## src/rtl/pipe_feed_fifo.sv

```systemverilog
// Buffered input stage for the pipe_pal datapath. A small register-array FIFO
// sits between two valid/ready handshakes and counts the words it delivers.
module pipe_feed_fifo #(
  parameter  int W_DATA = 32,
  parameter  int DEPTH  = 4,
  localparam int W_ADDR = 16,
  localparam int W_CNT  = $clog2(DEPTH) + 1
) (
  input  logic              i_clk,
  input  logic              resetn,
  input  logic              s_valid,
  output logic              s_ready,
  input  logic [W_DATA-1:0] s_data,
  output logic              m_valid,
  input  logic              m_ready,
  output logic [W_DATA-1:0] m_data,
  output logic [W_CNT-1:0]  o_count,
  output logic [W_ADDR-1:0] o_xfer_cnt
);

  localparam int W_PTR = $clog2(DEPTH);

  logic [W_DATA-1:0] r_mem [DEPTH];
  logic [W_PTR-1:0]  r_wr_ptr;
  logic [W_PTR-1:0]  r_rd_ptr;
  logic [W_CNT-1:0]  r_count;
  logic [W_ADDR-1:0] r_xfer_cnt;

  logic              w_push;
  logic              w_pop;
  logic [W_CNT-1:0]  w_count_nxt;

  // Both handshake flags come from registered occupancy only, so there is no
  // combinational path from m_ready to s_ready or from s_valid to m_valid.
  assign s_ready    = (r_count != W_CNT'(DEPTH));
  assign m_valid    = (r_count != '0);
  assign w_push     = s_valid && s_ready;
  assign w_pop      = m_valid && m_ready;
  assign m_data     = r_mem[r_rd_ptr];
  assign o_count    = r_count;
  assign o_xfer_cnt = r_xfer_cnt;

  // NOTE: every variable assigned in always_comb gets a default first, so no
  // path through the block leaves it unassigned and no latch is inferred.
  always_comb begin
    w_count_nxt = r_count;
    case ({w_push, w_pop})
      2'b10:   w_count_nxt = r_count + 1'b1;
      2'b01:   w_count_nxt = r_count - 1'b1;
      default: w_count_nxt = r_count;
    endcase
  end

  // NOTE: the storage array is reset along with the pointers because m_data
  // must read as zero straight out of reset, not as whatever powered up.
  always_ff @(posedge i_clk or negedge resetn) begin
    if (!resetn) begin
      for (int i = 0; i < DEPTH; i++) begin
        r_mem[i] <= '0;
      end
    end else if (w_push) begin
      r_mem[r_wr_ptr] <= s_data;
    end
  end

  // NOTE: sequential state uses non-blocking assignments so every register
  // samples the pre-edge values, independent of statement order.
  always_ff @(posedge i_clk or negedge resetn) begin
    if (!resetn) begin
      r_wr_ptr   <= '0;
      r_rd_ptr   <= '0;
      r_count    <= '0;
      r_xfer_cnt <= '0;
    end else begin
      if (w_push) begin
        r_wr_ptr <= r_wr_ptr + 1'b1;
      end
      if (w_pop) begin
        r_rd_ptr   <= r_rd_ptr + 1'b1;
        r_xfer_cnt <= r_xfer_cnt + 1'b1;
      end
      r_count <= w_count_nxt;
    end
  end

endmodule

```

## config.mk

```make
export PLATFORM = sky130hd
export DESIGN_NAME = pipe_feed_fifo
export DESIGN_NICKNAME = d
export VERILOG_FILES = /design/src/rtl/pipe_feed_fifo.sv
export SDC_FILE = /design/constraint.sdc
export NUM_CORES = 1
export LEC_CHECK = 0
export ABC_AREA = 1
export BUFFER_PORTS_ARGS = -buffer_cell sky130_fd_sc_hd__clkbuf_2
export CORE_MARGIN = 10
export CORE_UTILIZATION = 50
export CTS_CLUSTER_DIAMETER = 120
export DETAILED_ROUTE_END_ITERATION = 12
export PLACE_DENSITY = 0.74
export SLEW_MARGIN = 20
export SYNTH_ARGS = -nofsm -noshare
export SYNTH_HDL_FRONTEND = slang
export SYNTH_SLANG_ARGS = --single-unit
```

## constraint.sdc

```tcl
create_clock -name i_clk -period 2.6 [get_ports i_clk]
set_input_delay 0.39 -clock i_clk [delete_from_list [all_inputs] [get_ports i_clk]]
set_output_delay 0.39 -clock i_clk [all_outputs]
set_load 0.03 [all_outputs]
```

== Yosys cells after proc, flatten, opt, wreduce, memory -nomap -nowiden ==
Index checks and enable logic that the tools add are counted.

* Register bits: 151
* Input bits: 36

* Order comparisons: 3
* $add $sub $neg: 5
* Mux-type cells: 7
* Eq/ne operators: 3
* Reduce and logical (&&, ||, !) cells: 5
* Bitwise gates (word level): 2

{| class="wikitable"
|+ Operators by type and width
! kind !! number
|-
| $bwmux 128 || 1
|-
| $mux 32 || 3
|-
| $bmux 32 s2 || 1
|-
| $demux 32 s2 || 1
|-
| $add 16x1->16 const B || 1
|-
| $ge 3x3->1 const B || 2
|-
| $not 2->3 || 2
|-
| $pmux 3 s2 || 1
|-
| $add 2x1->2 const B || 2
|-
| $add 3x1->3 const B || 1
|-
| $logic_and 1x1->1 || 3
|-
| $lt 3x1->1 const B || 1
|-
| $ne 3x3->1 const B || 1
|-
| $reduce_bool 3->1 || 1
|-
| $sub 3x1->3 const B || 1
|-
| $eq 2x1->1 const B || 1
|-
| $eq 2x2->1 const B || 1
|-
| $reduce_bool 2->1 || 1
|}

== Depth between registers and ports, before layout ==
* Word-level depth: 6
* Gate-level depth with buffers: 11
* Gate-level depth less buffers: 10

== Worst setup path after synthesis ==
Ideal clock, no wire load.

* Path kind: register to register
* Start: register r_count[1] (netlist: o_count[1])
* End: register r_count[2] (netlist: o_count[2])
* Arrival time: 2.179 ns
* Stages on the path, launching flop included: 12
* Data required time: 2.469 ns
* Path slack: 0.290 ns
* Cells stage by stage: dfrtp_1 > nor2_2 > nand2_4 > nand2_8 > buf_12 > buf_8 > ha_1 > inv_1 > fa_1 > a21oi_1 > o21ai_0 > xor2_1

* Word-level cells in the longest chain between the ends: 4
* Elaborated cells on any way between the ends: 10
* Classes of those cells: add/sub: 2; eq/ne: 3; mux: 1; reduce/logical: 4

{| class="wikitable"
|+ RTL lines
! element !! RTL line !! RTL
|-
| from (decl) || 26 || <nowiki>logic [W_CNT-1:0] r_count;</nowiki>
|-
| from (signal assigned) || 82 || <nowiki>r_count <= w_count_nxt;</nowiki>
|-
| $ne 3x3->1 (*) || 35 || <nowiki>assign s_ready = (r_count != W_CNT'(DEPTH));</nowiki>
|-
| net s_ready || 12 || <nowiki>output logic s_ready,</nowiki>
|-
| $logic_and 1x1->1 (*) || 37 || <nowiki>assign w_push = s_valid && s_ready;</nowiki>
|-
| $eq 2x1->1 / $eq 2x2->1 (equally long branches) || 47 || <nowiki>case ({w_push, w_pop})</nowiki>
|-
| $pmux 3 s2 / $reduce_bool 2->1 (equally long branches) || n/a ||
|}

Mark *: on every way through the listed nets, which the timed path passes. The rest lies on a longest branch.
A chain may end at the register's enable or synchronous reset.

== Worst setup path after layout ==
* Start: register r_rd_ptr[0]
* End: output port m_data[31]

* Word-level cells in the longest chain between the ends: 4

{| class="wikitable"
|+ RTL lines
! element !! RTL line !! RTL
|-
| from (decl) || 25 || <nowiki>logic [W_PTR-1:0] r_rd_ptr;</nowiki>
|-
| from (signal assigned) || 79 || <nowiki>r_rd_ptr <= r_rd_ptr + 1'b1;</nowiki>
|-
| $not 2->3 (not written as such) || 39 || <nowiki>assign m_data = r_mem[r_rd_ptr];</nowiki>
|-
| $bmux 32 s2 || 39 ||
|-
| $mux 32 (not written as such) (2 in a row) || 39 ||
|-
| to (decl) || 16 || <nowiki>output logic [W_DATA-1:0] m_data,</nowiki>
|}

No other way between the ends. The select of a mux whose other input is x is not followed.

==> results list <==
- Global-route wire length before repair: 31.5 mm
- Psw: 5.46 mW
- Of all flip-flops after synthesis, the portion carrying an async set or reset was 100%.
- Design Area, Final: 8440 sq um
- Netlist Area Pre-Place: 7240 sq um
- After detailed routing, the number of remaining DRC violations is 0.
* Buffer and inverter count on the worst path: 2
- Number of maximum-capacitance constraint violations: 0
- Post-CTS repair changed the size of 0 cells.
- CTS HTree Levels: 4
- Worst-case clock skew: 0.00700 ns
- Transition time of the tightest slew-check pin: 0.945 ns
* Main combinational cell family by area after synthesis: simple AND/OR/NAND/NOR gates
- At the later pin of the worst-skew pair, clock insertion delay measures 0.42 ns.
- Placement Rows: 43
* Initial antenna violation count: 1
* Final global-route overflow total: 0
* Flip-flop and latch count after synthesis: 151
* Gate count after technology mapping: 892
- Leading post-synthesis cells by cell area: sky130_fd_sc_hd__dfrtp_1 52%, sky130_fd_sc_hd__nand2_1 15%, sky130_fd_sc_hd__o21ai_0 8.2%, sky130_fd_sc_hd__o21ai_1 5.3%, sky130_fd_sc_hd__nor2_1 4.2%
- Crit-path cells: buf_4 > o21ai_0 > o22ai_1 > clkbuf_2
* Clock tree root buffer cell: sky130_fd_sc_hd__clkbuf_16
- The initial utilization of the core area, before any placement, comes to 51.6%.
- The clock network is responsible for 22.5% of the overall power.
* Leakage: 4.20 nW
- Mean number of vias per cell: 5.44
- The internal portion of the total power is 6.80 mW.
- Diodes inserted: 0
- Arithmetic-cell share of the synthesized area counting full adders, half adders and majority gates: 1.31%
- Final instance count without filler cells: 1153
- Proportion of power drawn by combinational gates: 45.4%
- Post-detailed-routing wire length: 19.1 mm
- Longest individual stage delay on the worst path: 0.60 ns
* Parity-gate share of the synthesized area counting xor and xnor cells: 1.31%
- Unrepaired setup endpoints after global routing: no
* Switching portion of total power: 44.5%
- Total power draw: 12.3 mW
- Clock-pin slew was measured on the worst setup and hold paths at 0.06 ns.
* Pin count of the biggest net entering global routing: 76
- Yosys printed 0 warnings.
- The slowest stage of the critical path is the sky130_fd_sc_hd__dfrtp_2 cell.
* Chip height: 140 um
* Placed Instances: 1120
* Flip-flop cell with the highest count after synthesis: sky130_fd_sc_hd__dfrtp_1
- Remaining number of nets flagged by the antenna check after routing: 0
* Synth top area share: 52.2%
* Die Area: 19700 sq um
* Sum of negative setup slack: 0 ns
- In this run, CTS created clock tree buffers numbering 17.
* Compound-cell area share of the yosys netlist: 16.4%
- After detailed routing, the wire length on met1 is 8.49 mm.
- Required time worst endpoint: 2.21 ns
* Max clock buf depth: 2
* Count of nets after finishing: 1003
- EDFF count, synth: 0
- Vias: 6268
- Crit path max-delay family: buffers and inverters
* CTS sink count: 151
* Hold violation count in the final report: 0
- For this block, the initial DRC count from the detailed router was 518.
- Buffers inserted to repair hold after CTS numbered 1.
- Pins Over Slew Limit: 0
- Tmin final: 2.40 ns
* Synthesized Nets: 935
* Critical path launch point type: flop
- Timing would allow up to 0.416 GHz.
- The run finished with clean final reports.
* Post-synthesis share of cell area spent on and, or, nand and nor gates: 22.7%
- Post-CTS Setup Bufs: 0
- Summing all placed instances gives a cell area of 7760 sq um.
- The worst setup path is of the reg -> out kind.
- Power share of the sequential group: 32.1%
- Share of post-route cells with drive strength above 1: 15.8%
- The worst setup path is captured at an output pin.
* Synth unique cells: 31
- Syn-to-layout area delta: 16.5%
- Worst ir drop on vdd: 0.836 mV
- TritonCTS clock tree: done
* Routability-driven placement congestion ratio: 0.853
- The number of global-route vias before repair was 6095.
- Avg Synthesized Cell Area: 8.12 sq um
- The HPWL after detailed placement is 11.5 mm.
- Multiplexer fraction of the synthesized cell area: 0%
* Path type of the worst min-delay path: in -> reg
* Final period util: 92.4%
- Worst slew margin relative to its limit: 36.9%
- First-pass iteration count of the detailed router: 5
- For this design the ratio of total power to cell area is 1450 nW/um^2.
- Number of ports placed on the die boundary: 89
* Count of input and output buffers: 88
* GRT Total Usage: 19.3%
- WL met3: 1.41 mm
* Sequential area share after synthesis: 52.2%
- Wire segments on met2 add up to 9.03 mm in the final route.
* Crit-path max FO: 24
- Summed over all instances, the cell type with the most area after synthesis is sky130_fd_sc_hd__dfrtp_1.
* Top layer reached by signal wires: met5
* DIE WIDTH: 140 um
- Critical Path AT: 2.01 ns
- Placeable core area: 14000 sq um
- Total setup violations reported at the end of the flow: 0
- Per-cell routed wire length: 16.6 um
-- per-layer routing --
metal	global-route usage, %	vias up
met1	25.6	3024
met2	29.9	182
met5	0	-
li1	-	3045
met4	4.78	2
met3	6.25	15
-- power by group through the flow --
stage / Clock, mW / Sequential (mW) / Combinational (mW)
floorplan: 0 / 3.93 / 3.94
global placement: 0 / 3.93 / 5.49
detailed placement: 0 / 3.95 / 5.59
CTS: 2.78 / 3.93 / 5.62
global route: 2.89 / 4.05 / 6.20
finish: 2.76 / 3.94 / 5.57
-- cell usage in the layout (no fill, tap or decap), drive strengths merged --
master       count
clkbuf         113
dlygate4sd3      1
inv             29
clkinvlp         1
o22ai           32
nand3b           2
o21ai          195
nand4            6
ha               6
clkinv           1
bufinv           4
fa               1
dfrtp          151
nor3             1
xor2             7
xnor2            3
nand3            8
buf             19
a21oi            2
nor2            89
nand2          302
-- kinds of logic after synthesis --
family	Yosys count
AND/OR/NAND/NOR	408
AO/OA/AOI/OAI	229
buffers and inverters	87
XOR/XNOR	10
adder cells (fa/ha/maj)	7
flip-flops	151
-- layout make-up --
| cell class | instances | area (sq um) |
|---|---|---|
| Inverter | 29 | 109 |
| Multi-Input combinational cell | 654 | 3030 |
| Clock inverter | 6 | 133 |
| Tap cell | 180 | 225 |
| Fill cell | 1290 | 5600 |
| Timing Repair Buffer | 107 | 629 |
| Clock buffer | 26 | 539 |
| Sequential cell | 151 | 3780 |
-- cell usage after synthesis, types with 2 or more instances --
cell type / n
sky130_fd_sc_hd__dfrtp_1: 151
sky130_fd_sc_hd__nand4_1: 6
sky130_fd_sc_hd__o21ai_1: 76
sky130_fd_sc_hd__nor2_4: 6
sky130_fd_sc_hd__nand3b_1: 2
sky130_fd_sc_hd__buf_2: 19
sky130_fd_sc_hd__xor2_1: 6
sky130_fd_sc_hd__inv_2: 3
sky130_fd_sc_hd__nand2_4: 2
sky130_fd_sc_hd__buf_6: 7
sky130_fd_sc_hd__nand3_1: 8
sky130_fd_sc_hd__inv_1: 26
sky130_fd_sc_hd__o22ai_1: 32
sky130_fd_sc_hd__clkbuf_1: 22
sky130_fd_sc_hd__nor2_2: 2
sky130_fd_sc_hd__o21ai_0: 119
sky130_fd_sc_hd__buf_1: 3
sky130_fd_sc_hd__nor2_1: 81
sky130_fd_sc_hd__nand2_1: 299
sky130_fd_sc_hd__clkbuf_2: 4
sky130_fd_sc_hd__ha_1: 6
sky130_fd_sc_hd__xnor2_1: 3
-- worst paths after layout --
path | startpoint | end | slack (ns) | cells past startpoint
max | r_rd_ptr[0] | m_data[31] | 0.20 | 4
min | s_data[21] | r_mem[53] | 0.22 | 3
max reg2reg | o_count[2] | o_count[2] | 0.55 | 10
min reg2reg | r_mem[81] | r_mem[81] | 0.47 | 2
max in group asynchronous | resetn | r_rd_ptr[0] | 1.36 | 3
min in group asynchronous | resetn | r_mem[99] | 0.48 | 2
-- registers in the layout, indices dropped and copies added, names as in the netlist --
| register | flops |
|---|---|
| r_mem | 128 |
| o_xfer_cnt | 16 |
| o_count | 3 |
| r_rd_ptr | 2 |
| r_wr_ptr | 2 |
-- tightest hold or removal path, cell delays in order --
cell	delay [ns]
sky130_fd_sc_hd__clkbuf_2	0.11
sky130_fd_sc_hd__nand2_1	0.05
sky130_fd_sc_hd__nand2_1	0.05
-- per-stage QoR --
stage	util [%]	setup WS, ns	hold slack (ns)
2_1_floorplan	-	0.290	0.0944
3_3_place_gp	55.3	0.594	0.368
3_5_place_dp	55.3	0.577	0.363
4_1_cts	60.1	0.203	0.211
5_1_grt	60.1	0.0834	0.213
6_report	60.1	0.198	0.223
(Power assumes the default switching activity.)
